## src/rtl/instruction_fetch_unit.sv

```systemverilog
// Instruction fetch unit: owns PC and IR, fetches over req/ack,
// and commits the Controller-selected next PC at end of instruction.
module instruction_fetch_unit #(
   parameter int unsigned ADDR_W = 16,
   parameter logic [ADDR_W-1:0] RESET_PC = '0
) (
   input  logic              clk,
   input  logic              Rst,
   output logic              imem_req,
   output logic [ADDR_W-1:0] imem_addr,
   input  logic [15:0]       imem_rdata,
   input  logic              imem_ack,
   output logic [7:0]        InsM,
   output logic [1:0]        InsL,
   output logic              Ins_Valid,
   input  logic              Buff_PC,
   input  logic              Branch,
   input  logic              Flag,
   input  logic [1:0]        Jump,
   input  logic [ADDR_W-1:0] RegTarget,
   input  logic              Done,
   output logic [ADDR_W-1:0] PCplus1,
   output logic              Halted
);

   typedef enum logic [1:0] {
      IDLE  = 2'd0,
      FETCH = 2'd1,
      HOLD  = 2'd2,
      HALT  = 2'd3
   } state_t;

   state_t            state;
   logic [ADDR_W-1:0] pc;
   logic [15:0]       ir;
   logic [ADDR_W-1:0] pc_inc;
   logic [ADDR_W-1:0] br_off;
   logic [ADDR_W-1:0] jp_off;
   logic [ADDR_W-1:0] next_pc;

   assign pc_inc = pc + {{(ADDR_W-1){1'b0}}, 1'b1};
   assign br_off = {{(ADDR_W-8){ir[7]}}, ir[7:0]};
   assign jp_off = {{(ADDR_W-11){ir[10]}}, ir[10:0]};

   // Branch outranks Jump; reserved Jump code falls through to PC+1
   always_comb begin
      next_pc = pc_inc;
      if (Branch) begin
         if (Flag) next_pc = pc_inc + br_off;
      end else if (Jump == 2'b01) begin
         next_pc = pc_inc + jp_off;
      end else if (Jump == 2'b10) begin
         next_pc = RegTarget;
      end
   end

   always_ff @(posedge clk or negedge Rst) begin
      if (!Rst) begin
         state     <= IDLE;
         pc        <= RESET_PC;
         ir        <= 16'h0000;
         imem_req  <= 1'b0;
         Ins_Valid <= 1'b0;
         Halted    <= 1'b0;
      end else begin
         unique case (state)
            IDLE: state <= FETCH;
            FETCH: begin
               // ack only counts against an outstanding request
               if (imem_req && imem_ack) begin
                  ir        <= imem_rdata;
                  imem_req  <= 1'b0;
                  Ins_Valid <= 1'b1;
                  state     <= HOLD;
               end else begin
                  imem_req <= 1'b1;
               end
            end
            HOLD: begin
               if (Done) begin
                  Halted <= 1'b1;
                  state  <= HALT;
               end else if (Buff_PC) begin
                  pc        <= next_pc;
                  Ins_Valid <= 1'b0;
                  state     <= FETCH;
               end
            end
            HALT: state <= HALT;
            default: state <= IDLE;
         endcase
      end
   end

   assign imem_addr = pc;
   assign PCplus1   = pc_inc;
   assign InsM      = ir[15:8];
   assign InsL      = ir[1:0];

endmodule

```

## config.mk

```make
export PLATFORM = sky130hd
export DESIGN_NAME = instruction_fetch_unit
export DESIGN_NICKNAME = d
export VERILOG_FILES = /design/src/rtl/instruction_fetch_unit.sv
export SDC_FILE = /design/constraint.sdc
export NUM_CORES = 1
export LEC_CHECK = 0
export ABC_AREA = 0
export BUFFER_PORTS_ARGS = -buffer_cell sky130_fd_sc_hd__buf_2
export CORE_MARGIN = 8
export CORE_UTILIZATION = 55
export CTS_CLUSTER_SIZE = 30
export DETAILED_ROUTE_END_ITERATION = 8
export PLACE_DENSITY = 0.82
export SLEW_MARGIN = 30
export SYNTH_ARGS = -nofsm -noshare
export SYNTH_HDL_FRONTEND = slang
export SYNTH_SLANG_ARGS = --single-unit
```

## constraint.sdc

```tcl
create_clock -name clk -period 5.5 [get_ports clk]
set_clock_uncertainty 0.15 [all_clocks]
set_input_delay 0.825 -clock clk [delete_from_list [all_inputs] [get_ports clk]]
set_output_delay 0.825 -clock clk [all_outputs]
set_load 0.02 [all_outputs]
```

==> flow_summary.yaml, run 1 <==
status:
  status: "completed"
synth:
  yosys_most_used_dff: "dfrtp_1"
  synth-seq-cells: 37
  ys_warn_count: 0
  synth_top_cell_area_share: 0.259
  netlist_top_cells_area: "dfrtp_1 26%, ha_1 9.5%, mux2_2 5.7%"
  synth_common_cells: "45 x nand2_1, 37 x dfrtp_1, 30 x a21oi_1, 30 x o21ai_0, 29 x nor2_1"
  synth_nets: 497
  synth_top_area_cell: "dfrtp_1"
  synthCells: 428
  synth_area_mm2: 0.00357
  postSynthAreaPerCell_um2: 8.34
  synth.most_common_cell: "nand2_1"
  synth.distinct_cells: 58
  ys_seq_area_frac: 0.259
  synth_edf_count: 0
  async_reset_ff_frac: 1.00
global_route:
  use_met3: 0.0464
  antenna_found_initial: 0
  grt_pass1_wl_um: 16700
  grt_pass1_vias: 3398
  grt_start_max_net_pins: 38
  grt.overflow.total: 0
  use_met2: 0.351
  gr-usage-met1: 0.307
  busiest_layer: "met2"
  grt.total_usage: 0.228
critical_path:
  required_ps: 5580
  r2r_cells: 14
  cp.arrival_ps: 3930
  cp-end-kind: "register"
  critPathMaxFanout: 9
  worstSetupPathType: "register to register"
  cp-start-kind: "register"
place:
  pre_cts_ws_ps: 1740
  dp_hpwl_um: 7960
  io_buffers: 85
  placed_cell_area_mm2: 0.00395
  gp_congestion: 0.951
clocking:
  clkLatencyLatePin_ps: 300
  clock-root-buffer: "clkbuf_8"
  cts_buffers: 5
  postCtsSetupBuffers: 0
  cts_resized: 0
  clock_sinks: 37
  cts_max_level: 2
  cts_buffer_depth: 2
  cts_hold_buf: 0
  tritoncts: "built"
  clk_pin_slew_ps: 80
die:
  start_util: 0.565
  die_h_um: 96.6
  coreArea_mm2: 0.00631
  die_w_um: 96.6
  dieArea_mm2: 0.00932
  fp-row-count: 29
  pin_count: 86
timing:
  hold_ws_ps: 337
  worst_slack_ps: 1650
  fin_crit_ps: 3850
  finalSetupViolCount: 0
  fin_tns_setup_ps: 0
  rsz0062_at_grt: "false"
  fmax_mhz: 260
  slew_viol_final: 0
  finalCritPeriodShare: 0.700
  hold_viol: 0
  tightest_slew_ps: 839
  max_slew_margin: 0.439
flow_run:
  maxCapViolations: 0
detailed_routing:
  ant_nets: 0
  vias: 3523
  drc: 0
  routed_wl_um: 10500
  post_drt_via_cell_ratio: 6.17
  drtPass1Iterations: 5
  drtIter0Drc: 276
  wire_per_inst_um: 18.4
pwr:
  max-vdd-ir-drop_mv: 0.292
  power_density_mw_per_mm2: 514
  p_leak_uw: 0.00192
finish:
  post-route-util: 0.644
  fin_nets: 562
  design_area_mm2: 0.00407
  syn_to_final_growth_pct: 13.9
  drive_gt1_frac: 0.249
  diodes: 0
hold_path:
  hold_path.class: "input pin to asynchronous set/reset pin"
[state kept, by name, summed over array words and instances (netlist names)]
name	flops
Halted	1
Ins_Valid	1
imem_addr	16
imem_req	1
ir	16
state	2
[per-layer routing]
layer | vias up | routed length [um]
met5 | - | 0
met4 | 0 | 139
met3 | 19 | 923
met1 | 1665 | 4380
li1 | 1687 | -
met2 | 152 | 5060
[per-stage QoR]
stage / total power (uW) / instances
3_5_place_dp: 1820 / 563
5_1_grt: 2250 / 571
3_3_place_gp: 1780 / 563
4_1_cts: 2080 / 571
2_1_floorplan: 1520 / 428
6_report: 2090 / 571
[power by group]
| part | switching [uW] | total, uW | leakage [uW] | internal, uW |
|---|---|---|---|---|
| logic | 805 | 1350 | 0.00141 | 546 |
| registers | 123 | 490 | 0.000449 | 367 |
| clock network | 101 | 249 | 0.0000585 | 148 |
| total | 1030 | 2090 | 0.00192 | 1060 |
[layout make-up]
type	count	area [um^2]
fill	565	2250
inverter	14	52.6
clock inverter	1	30.0
timing repair buffer	85	428
tap	77	96.3
multi-input combinational	350	2450
clock buffer	7	86.3
sequential	37	926
[critical path, stage by stage, from the launching register on]
cell and delay [ps]:
dfrtp_1 490, ha_1 280, nand2_1 90, or3_4 380, nor2_1 140, xor2_1 420, ha_1 370, a21o_1 210
nand2b_1 190, a21oi_1 160, a211oi_1 90, o41ai_1 340, xnor2_1 130, o21a_1 190, nor3_2 150
[cell families after synthesis]
logic type      synth area share
simple gates               0.185
compound gates             0.222
buf+inv                   0.0550
flops                      0.259
xor+xnor                  0.0852
mux                       0.0936
fa+ha+maj                  0.100
[cell usage in the layout (no fill, tap or decap), types with 3 or more instances in the layout]
master / Yosys / layout
nand2b_1: 5 / 5
buf_2: 1 / 84
o211ai_1: 7 / 7
nor3_1: 19 / 19
dfrtp_1: 37 / 37
a21oi_1: 30 / 30
o21bai_1: 3 / 3
nor2_1: 29 / 29
nand3_1: 15 / 15
a21o_1: 8 / 8
mux2_2: 18 / 18
nor2b_1: 4 / 4
o21ai_0: 30 / 30
ha_1: 27 / 27
inv_1: 12 / 12
a211oi_1: 15 / 15
nand2_1: 45 / 45
clkbuf_8: 0 / 6
mux2i_1: 12 / 12
o22ai_1: 6 / 6
xnor2_1: 20 / 20
o21a_1: 3 / 3
xor2_1: 11 / 11
[path summary, 6_finish.rpt]
| kind | slack [ps] | end | start |
|---|---|---|---|
| hold / removal | 340 | imem_addr[0] | Rst |
| hold reg to reg | 340 | Halted | Halted |
| setup reg to reg | 1650 | imem_addr[15] | imem_addr[0] |
| setup / recovery | 1650 | imem_addr[15] | imem_addr[0] |
| max in group asynchronous | 4500 | ir[5] | Rst |
| min in group clk | 340 | Halted | Halted |
Note: power is estimated with default switching activity, not from simulation.
==> run 2, diff against run 1 <==
- clock period: 5.5 -> 3.7 ns (I/O delays scaled with it)
==> run 2 against run 1 <==
  * Sequential cell count stayed put
  * Wire length is 2.7% higher
  * Global-route usage is 0.072 points higher
  * Clock-buffer cell count is 2 lower
  * Critical path depth stayed put
  * First-iteration DRC count is 24% higher
==> flow_summary.yaml, run 2 (same netlist as run 1, synthesis figures left out) <==
die:
  pin_count: 86
  start_util: 0.565
  dieArea_mm2: 0.00932
  fp-row-count: 29
  coreArea_mm2: 0.00631
  die_h_um: 96.6
  die_w_um: 96.6
pwr:
  power_density_mw_per_mm2: 740
  p_leak_uw: 0.00199
  max-vdd-ir-drop_mv: 0.467
  design_power_total_uw: 3110
critical_path:
  r2r_slack_ps: 180
  r2r_start: "imem_addr[1]"
  worstSetupPathType: "register to register"
  cp-start-kind: "register"
  r2r_end: "imem_addr[15]"
  crit_path_end: "imem_addr[15]"
  critPathMaxFanout: 5
  cp.arrival_ps: 3600
  cp-startpoint: "imem_addr[1]"
  required_ps: 3780
  r2r_cells: 14
  cp-end-kind: "register"
flow_run:
  maxCapViolations: 0
timing:
  finalCritPeriodShare: 0.952
  fmax_mhz: 284
  max_slew_margin: 0.417
  slew_viol_final: 0
  hold_viol: 0
  finalSetupViolCount: 0
  tightest_slew_ps: 874
  fin_crit_ps: 3520
  fin_tns_setup_ps: 0
  worst_slack_ps: 177
detailed_routing:
  drt-met1-wl_um: 4580
  routed_wl_um: 10800
  wire_per_inst_um: 18.4
  dr_wl_met3_um: 997
  route.met2.wl_um: 5080
  vias: 3605
  post_drt_via_cell_ratio: 6.14
  drtIter0Drc: 341
  drc: 0
  drtPass1Iterations: 7
  ant_nets: 0
  routed.top_layer: "met4"
finish:
  fin_nets: 578
  fin_cells: 587
  design_area_mm2: 0.00420
  diodes: 0
  final_common_cell: "buf_2"
  drive_gt1_frac: 0.290
  syn_to_final_growth_pct: 17.6
  layout_common_cells: "85 x buf_2, 45 x nand2_1, 36 x dfrtp_1"
place:
  dp_hpwl_um: 8260
  placed_cell_area_mm2: 0.00408
  gp_congestion: 0.892
  pre_cts_ws_ps: 259
  io_buffers: 85
  place_inst: 579
clocking:
  cts_max_level: 2
  clk_pin_slew_ps: 80
  cts_buffer_depth: 2
  clock-root-buffer: "clkbuf_8"
  tritoncts: "built"
  clock_sinks: 37
  cts_buffers: 5
  clkLatencyLatePin_ps: 290
global_route:
  grt_pass1_wl_um: 16700
  grt_pass1_vias: 3370
  antenna_found_initial: 0
  grt.total_usage: 0.228
  grt.overflow.total: 0
  grt_start_max_net_pins: 38
status:
  status: "completed"
hold_path:
  hold_path.class: "input pin to asynchronous set/reset pin"
run 2: critical path: stages, from the launching register on:
cell and delay, ps:
dfrtp_1 430, ha_2 250, nand2_1 80, or3_4 390, nor2_2 160, xor2_2 170, ha_1 310, a21o_1 230
nand2b_1 190, a21oi_1 190, a211oi_2 90, o41ai_2 370, xnor2_1 110, o21a_1 180, nor3_2 160
run 2: final cells by class:
type	count	area, um^2
multi-input combinational	350	2490
tap	77	96.3
clock inverter	3	21.3
clock buffer	5	68.8
sequential	37	927
inverter	14	52.6
fill	557	2120
timing repair buffer	101	546
run 2: repair_timing:
item                                    CTS  global route
resized for setup                         0             7
endpoints found under the setup margin    0             3
hold buffers                              0             0
buffers inserted                          0             0
run 2: through the flow:
| step | hold slack (ps) | utilization |
|---|---|---|
| final | 218 | 0.665 |
| after global routing | 283 | 0.665 |
| after CTS | 240 | 0.660 |
| after detailed placement | 307 | 0.645 |
| after global placement | 305 | 0.645 |
| after floorplan | 109 | - |
run 2: where the power goes:
part	switching [uW]	internal [uW]
logic	1210	872
clock network	159	134
registers	185	546
total	1550	1550
run 2: metal layers:
metal  track usage  up-vias
met5             0        -
met4        0.0542        0
met3        0.0471       15
met2         0.365      177
met1         0.308     1701
li1              -     1712
run 2: how the worst min path moves through the flow:
| stage | endpoint | depth (start not counted) | startpoint |
|---|---|---|---|
| floorplan | Halted | 0 | Rst |
| global placement | Halted | 1 | Halted |
| detailed placement | Halted | 1 | Halted |
| CTS | imem_addr[13] | 1 | Rst |
| global route | imem_addr[13] | 1 | Rst |
| finish | imem_addr[13] | 1 | Rst |
